==> config.mk <==
export PLATFORM = sky130hd
export DESIGN_NAME = fifo_frame_reader
export DESIGN_NICKNAME = d
export VERILOG_FILES = /design/src/rtl/img_stream_pkg.sv /design/src/rtl/stream_skid_buf.sv /design/src/rtl/fifo_frame_reader.sv
export SDC_FILE = /design/constraint.sdc
export NUM_CORES = 1
export LEC_CHECK = 0
export CORE_ASPECT_RATIO = 1.2
export CORE_MARGIN = 8
export CORE_UTILIZATION = 55
export DETAILED_ROUTE_END_ITERATION = 10
export GPL_TIMING_DRIVEN = 0
export PLACE_DENSITY = 0.8
export REMOVE_ABC_BUFFERS = 1
export SYNTH_ARGS = -nofsm -noshare
export SYNTH_HDL_FRONTEND = slang
export SYNTH_HIERARCHICAL = 1
export SYNTH_SLANG_ARGS = --single-unit
==> constraint.sdc <==
create_clock -name clk -period 2.5 [get_ports clk]
set_clock_uncertainty 0.05 [all_clocks]
set_input_delay 0.25 -clock clk [delete_from_list [all_inputs] [get_ports clk]]
set_output_delay 0.25 -clock clk [all_outputs]
set_load 0.02 [all_outputs]
==> src/rtl/img_stream_pkg.sv <==
// Shared image-stream definitions: frame reader FSM states, default pixel
// width and line/row position counter width.
package img_stream_pkg;

  localparam int PIX_W = 16;
  localparam int POS_W = 11;

  typedef enum logic [1:0] {
    IDLE  = 2'd0,
    RUN   = 2'd1,
    DRAIN = 2'd2
  } frame_state_e;

endpackage

==> src/rtl/stream_skid_buf.sv <==
// Two-entry skid buffer. The ready and valid outputs depend only on the
// registered occupancy count, so out_ready has no combinational path
// through to in_ready.
module stream_skid_buf #(
  parameter int W = 18
) (
  input  logic         clk,
  input  logic         rst_n,
  input  logic         in_valid,
  input  logic [W-1:0] in_data,
  output logic         in_ready,
  output logic         out_valid,
  input  logic         out_ready,
  output logic [W-1:0] out_data,
  output logic         empty
);

  logic [W-1:0] mem [2];
  logic         wr_ptr;
  logic         rd_ptr;
  logic [1:0]   count;
  logic         push;
  logic         pop;

  assign in_ready  = (count != 2'd2);
  assign out_valid = (count != 2'd0);
  assign empty     = (count == 2'd0);
  assign out_data  = mem[rd_ptr];
  assign push      = in_valid && in_ready;
  assign pop       = out_valid && out_ready;

  // Storage, pointers and occupancy; mem is cleared so outputs read 0 after reset.
  always_ff @(posedge clk or negedge rst_n) begin
    if (!rst_n) begin
      mem[0] <= '0;
      mem[1] <= '0;
      wr_ptr <= 1'b0;
      rd_ptr <= 1'b0;
      count  <= 2'd0;
    end else begin
      if (push) begin
        mem[wr_ptr] <= in_data;
        wr_ptr      <= ~wr_ptr;
      end
      if (pop) begin
        rd_ptr <= ~rd_ptr;
      end
      count <= count + {1'b0, push} - {1'b0, pop};
    end
  end

endmodule

==> src/rtl/fifo_frame_reader.sv <==
// Frame reader: pops H_ACTIVE x V_ACTIVE pixels from a show-ahead line FIFO
// per start pulse and streams them out with sof/eol tags through a skid buffer.
// Optional feature: define FIFO_FRAME_READER_STATS_EN to add underrun_cnt,
// a saturating count of RUN cycles spent waiting on an empty FIFO.
//
//   state | meaning
//   IDLE  | waiting for start
//   RUN   | popping pixels from the FIFO
//   DRAIN | all pixels popped, waiting for the skid buffer to empty
module fifo_frame_reader
  import img_stream_pkg::*;
#(
  parameter int DATA_W   = PIX_W,
  parameter int H_ACTIVE = 1280,
  parameter int V_ACTIVE = 720
) (
  input  logic              clk,
  input  logic              rst_n,
  input  logic              start,
  input  logic              fifo_rd_vld,
  input  logic [DATA_W-1:0] fifo_rd_data,
  output logic              fifo_rd_en,
  output logic              m_valid,
  input  logic              m_ready,
  output logic [DATA_W-1:0] m_data,
  output logic              m_sof,
  output logic              m_eol,
  output logic              busy,
  output logic              frame_done
`ifdef FIFO_FRAME_READER_STATS_EN
  ,
  output logic [15:0]       underrun_cnt
`endif
);

  localparam logic [POS_W-1:0] COL_LAST = POS_W'(H_ACTIVE - 1);
  localparam logic [POS_W-1:0] ROW_LAST = POS_W'(V_ACTIVE - 1);

  frame_state_e       state;
  frame_state_e       state_nxt;
  logic [POS_W-1:0]   col;
  logic [POS_W-1:0]   row;
  logic               start_acc;
  logic               last_pop;
  logic               buf_ready;
  logic               buf_empty;
  logic               pix_sof;
  logic               pix_eol;
  logic [DATA_W+1:0]  buf_out;

  assign start_acc  = (state == IDLE) && start;
  assign fifo_rd_en = (state == RUN) && fifo_rd_vld && buf_ready;
  assign last_pop   = fifo_rd_en && (col == COL_LAST) && (row == ROW_LAST);
  assign pix_sof    = (col == '0) && (row == '0);
  assign pix_eol    = (col == COL_LAST);
  assign busy       = (state != IDLE);

  // State register.
  always_ff @(posedge clk or negedge rst_n) begin
    if (!rst_n) begin
      state <= IDLE;
    end else begin
      state <= state_nxt;
    end
  end

  // Next-state logic; frame_done fires on the cycle DRAIN sees an empty buffer.
  always_comb begin
    state_nxt  = state;
    frame_done = 1'b0;
    case (state)
      IDLE:  if (start) state_nxt = RUN;
      RUN:   if (last_pop) state_nxt = DRAIN;
      DRAIN: begin
        if (buf_empty) begin
          state_nxt  = IDLE;
          frame_done = 1'b1;
        end
      end
      default: state_nxt = IDLE;
    endcase
  end

  // Pixel position; only advances on a pop so FIFO stalls keep the position.
  always_ff @(posedge clk or negedge rst_n) begin
    if (!rst_n) begin
      col <= '0;
      row <= '0;
    end else if (start_acc) begin
      col <= '0;
      row <= '0;
    end else if (fifo_rd_en) begin
      if (col == COL_LAST) begin
        col <= '0;
        row <= row + 1'b1;
      end else begin
        col <= col + 1'b1;
      end
    end
  end

`ifdef FIFO_FRAME_READER_STATS_EN
  // Saturating count of RUN cycles with no FIFO data available.
  always_ff @(posedge clk or negedge rst_n) begin
    if (!rst_n) begin
      underrun_cnt <= '0;
    end else if (start_acc) begin
      underrun_cnt <= '0;
    end else if ((state == RUN) && !fifo_rd_vld && (underrun_cnt != 16'hFFFF)) begin
      underrun_cnt <= underrun_cnt + 16'd1;
    end
  end
`endif

  stream_skid_buf #(
    .W(DATA_W + 2)
  ) u_skid (
    .clk       (clk),
    .rst_n     (rst_n),
    .in_valid  (fifo_rd_en),
    .in_data   ({pix_sof, pix_eol, fifo_rd_data}),
    .in_ready  (buf_ready),
    .out_valid (m_valid),
    .out_ready (m_ready),
    .out_data  (buf_out),
    .empty     (buf_empty)
  );

  assign m_sof  = buf_out[DATA_W+1];
  assign m_eol  = buf_out[DATA_W];
  assign m_data = buf_out[DATA_W-1:0];

endmodule

After elaboration in Yosys (flattened, before gate mapping)
Index checks and enable logic that the tools add are counted.
- output and inout port bits: 22
- logic and storage cells: 64
- memory bits (read-only): 0
- bits in writable memories: 0
- memories kept: 0
- input port bits: 21
- register bits: 64
- bits in latches: 0
- shifts and indexed selects: 0
- equality and inequality tests: 8
- bitwise logic cells: 4
- multiply operators: 0
- divide/modulo/power cells: 0
- reductions and logical operators: 19
- add/sub/neg operators: 4
- muxes and demuxes: 18
- order comparisons: 3
- operator list (kind ; number):
    $mux 18 ; 4
    $mux 11 ; 6
    $bwmux 36 ; 1
    $add 11x1->11 const B ; 2
    $logic_not 11->1 ; 2
    $demux 18 s1 ; 1
    $eq 11x10->1 const B ; 1
    $eq 11x11->1 const B ; 1
    $logic_and 1x1->1 ; 9
    $ne 2x2->1 const B ; 4
    $reduce_bool 2->1 ; 4
    $mux 2 ; 3
    $pmux 2 s3 ; 1
    $ge 2x2->1 const B ; 2
    $logic_not 2->1 ; 2
    $not 1->2 ; 2
    $reduce_and 3->1 ; 1
    $add 2x1->2 ; 1
    $eq 2x1->1 const B ; 1
    $eq 2x2->1 const B ; 1
    $lt 2x1->1 const B ; 1
    $mux 1 ; 2
    $not 1->1 ; 2
    $reduce_and 2->1 ; 1
    $sub 2x1->2 ; 1

Longest topological paths before layout
- depth in word-level cells: 7
- gate-level depth with buffers: 9
- mapped depth without buffers: 9

Cells and area by module
The synthesis kept the hierarchy.
- modules (own cells, without submodules) (module ; cells each ; seq. area each (um^2) ; instances ; area an instance (um^2)):
    stream_skid_buf ; 114 ; 1001.0 ; 1 ; 1874.3
    fifo_frame_reader ; 154 ; 600.6 ; 1 ; 1405.1

Least setup slack after synthesis
No wires, ideal clock.
- path kind: reg-to-reg
- from: reg col[0]
- to: reg row[0]
- clock period less this slack: 2009 ps
- slack: 491 ps
- data arrival time: 1834 ps
- library setup time: 125 ps
- cell stages (with the launch flop): 6
- data required time: 2325 ps
- path through: dfrtp_1 -> ha_1 -> nor4bb_1 -> a31oi_1 -> nor2_2 -> mux2_2
- word-level cells in the longest chain between the ends: 3
- RTL lines (item ; RTL line ; text):
    start, declared ; fifo_frame_reader.sv:41 ; logic [POS_W-1:0] col;
    start signal, assigned ; fifo_frame_reader.sv:97 ; col <= col + 1'b1;
    $eq 11x11->1 ; fifo_frame_reader.sv:93 ; if (col == COL_LAST) begin
    $reduce_bool 2->1 (no line) ; - ;
    $reduce_and 2->1 (no line) ; - ;
    end signal, assigned ; fifo_frame_reader.sv:95 ; row <= row + 1'b1;
    end, declared ; fifo_frame_reader.sv:42 ; logic [POS_W-1:0] row;
No other way between the ends.
A chain may end at the register's enable or synchronous reset.

Final worst setup path
Ends and elaborated chain as after synthesis.

==> impl_metrics.csv <==
group,metric,value,unit
status,status,"finished clean",
clock_tree,clk_pin_slew,0.07,ns
drt,post-route-drc-count,0,
timing,worstMarginPinSlew,0.788,ns
clock_tree,cts_root_buf,"clkbuf_8",
setup_path,critPathMaxStageDelay,0.47,ns
yosys,ys.flop_type,"dfrtp_1",
yosys,yosys_warnings,6,
worst_hold_path,min_from,"u_skid/wr_ptr",
timing,finalSetupViolCount,0,
finish,layout_commonest_cell,"dfrtp_1",
drt,wl_met3,311,microns
setup_path,crit_family,"simple AND/OR/NAND/NOR gates",
drt,wl_per_cell,16.4,microns
die,die_h,101,microns
setup_path,worstPathCellList,"ha_1 -> nor4bb_1 -> a31oi_1 -> nor2_4 -> mux2_2",
timing,worst_slack,0.174,ns
setup_path,crit_path_end_kind,"register",
global_routing,grt_first_pass_wirelength,11.2,mm
drt,vias,2211,
finish,drive_gt1_share,25.7,%
yosys,ys_types,45,
drt,top_layer,"met4",
setup_path,crit_type,"register to register",
yosys,synth_top_area_cell,"dfrtp_1",
global_routing,antenna_found_initial,0,
die,die-width,86.5,microns
yosys,syn_avg_cell_area,12.2,sq um
yosys,ys_seq_area_share,48.8,%
yosys,synth_area_leaders,"dfrtp_1, mux2_2, mux2_4",
place,hpwlAfterDp,4.63,mm
timing,period_minus_slack,2.33,ns
yosys,async_reset_ff_share,100,%
drt,drtIter0Drc,61,
place,place_ws,-0.350,ns
drt,route.met2.wl,3.30,mm
setup_path,path_max_fanout,9,
setup_path,critPathLaunch,"col[0]",
finish,syn_to_final_growth,20.2,%
power_and_ir_drop,vdd_drop_max,0.000419,V
global_routing,grt_max_degree,37,
finish,num-nets-final,337,
drt,firstDrtPassIters,4,
place,placed_cells,380,
finish,finalNonFillerCells,397,
power_and_ir_drop,p_leak,1.67,nW
clock_tree,clk_latency,0.33,ns
worst_hold_path,min_path_type,"register to register",
clock_tree,numCtsBuffers,9,
clock_tree,clkSinkCount,64,
global_routing,grt_overflow,0,
die,core.rowCount,31,
clock_tree,tritoncts,"built",
timing,fmaxAchievable,430,MHz
timing,hold_violations,0,
yosys,synth_area,3280,sq um
yosys,synth-edff-count,0,
yosys,syn-instance-count,268,
finish,fillers,444,
global_routing,grtUsageTotal,16.4,%
clock_tree,clk_path_buf_depth,2,
setup_path,cp_slowest_cell,"nor4bb_1",
drt,postRouteAntennaNets,0,
place,port_buffers,42,
global_routing,grt_pass1_vias,2342,
die,ios,43,
setup_path,arrival,2.49,ns
timing,relSlewSlack,47.4,%
yosys,synth_top_area_share,48.8,%
flow_run,cap_violations,0,
finish,layout_common_cells,"dfrtp_1, clkdlybuf4s50_1, mux2_2, mux2_4, nand2_1",
drt,viasPerCell,5.57,
timing,fin_tns_setup,0,ns
drt,wl,6.53,mm
die,die_area,8700,sq um
setup_path,cp.required,2.66,ns
die,initial_core_util,55.6,%
die,coreArea,5900,sq um
finish,final_util,66.9,%
drt,wl_met1,2.83,mm
place,gp_congestion,0.794,
yosys,synth-seq-cells,64,
timing,finalCritPeriodShare,93.0,%
clock_tree,h-tree-depth,3,
finish,diodes,0,
power_and_ir_drop,power,0.00458,W
setup_path,startpoint_type,"register",
timing,slew_viol_final,0,
power_and_ir_drop,power.density,1160,nW/um^2
setup_path,worstReg2RegStart,"col[0]",
setup_path,crit_buf_inv,0,
## through the flow
| step | area [sq um] | hold slack, ns |
|---|---|---|
| floorplan | 3180 | -0.0956 |
| global placement | 3700 | 0.427 |
| detailed placement | 3720 | 0.333 |
| CTS | 3940 | 0.449 |
| global route | 3940 | 0.473 |
| finish | 3940 | 0.448 |
## sequential cells by signal, indices dropped and copies added, names as in the netlist
signal,count
col,11
row,11
state,2
u_skid/count,2
u_skid/mem,36
u_skid/rd_ptr,1
u_skid/wr_ptr,1
## Yosys cell counts (all sizes together) (7+ instances only)
library cell,instances
dfrtp,64
mux2,55
nand2,15
nor2,12
o21ai,10
inv,9
xnor2,9
a21oi,8
buf,7
nand4,7
## area by class of cell
| type | instances | area [sq um] | area share, % |
|---|---|---|---|
| Tap cell | 82 | 103 | 2.60 |
| Clock inverter | 5 | 56.3 | 1.43 |
| Inverter | 9 | 33.8 | 0.857 |
| Clock buffer | 11 | 141 | 3.59 |
| Timing Repair Buffer | 44 | 445 | 11.3 |
| Multi-Input combinational cell | 182 | 1560 | 39.6 |
| Sequential cell | 64 | 1600 | 40.7 |
## metal layers
layer,vias up,track usage [%]
met3,8,5.55
met1,1097,19.1
met2,58,27.6
li1,1048,-
met5,-,0
met4,0,5.44
## power by group
part | switching (W) | total, W | internal, W | leakage (nW)
Sequential | 0.000322 | 0.00173 | 0.00140 | 0.790
Combinational | 0.000830 | 0.00198 | 0.00115 | 0.776
Clock | 0.000389 | 0.000875 | 0.000486 | 0.0993
Total | 0.00154 | 0.00458 | 0.00304 | 1.67
## path summary, 6_finish.rpt
path                       depth (start not counted)              to  slack, ns
max reg2reg                                        5          row[0]       0.17
max in group asynchronous                          3          col[4]       1.29
min in group asynchronous                          2  u_skid/mem[14]       0.48
min reg2reg                                        1   u_skid/wr_ptr       0.45
max                                                5          row[0]       0.17
min                                                1   u_skid/wr_ptr       0.45
## cell families (layout without fill, tap and decap cells)
| logic type | after synthesis | count (layout) | share of synthesized area, % |
|---|---|---|---|
| adders and majority gates | 6 | 6 | 2.29 |
| DFF | 64 | 64 | 48.8 |
| AOI/OAI and AO/OA | 28 | 28 | 5.15 |
| xor gates and xnor gates | 13 | 13 | 3.47 |
| buffers and inverters | 22 | 69 | 4.16 |
| and+or+nand+nor | 78 | 78 | 14.3 |
| muxes | 57 | 57 | 21.8 |
## repair_timing
action,in CTS,in global routing
pin swaps,0,0
hold buffers,1,0
endpoints found under the setup margin,7,19
buffers inserted,0,0
gates resized for setup,2,2
endpoints found under the hold margin,35,0
Power figures use the tool's default switching activity.
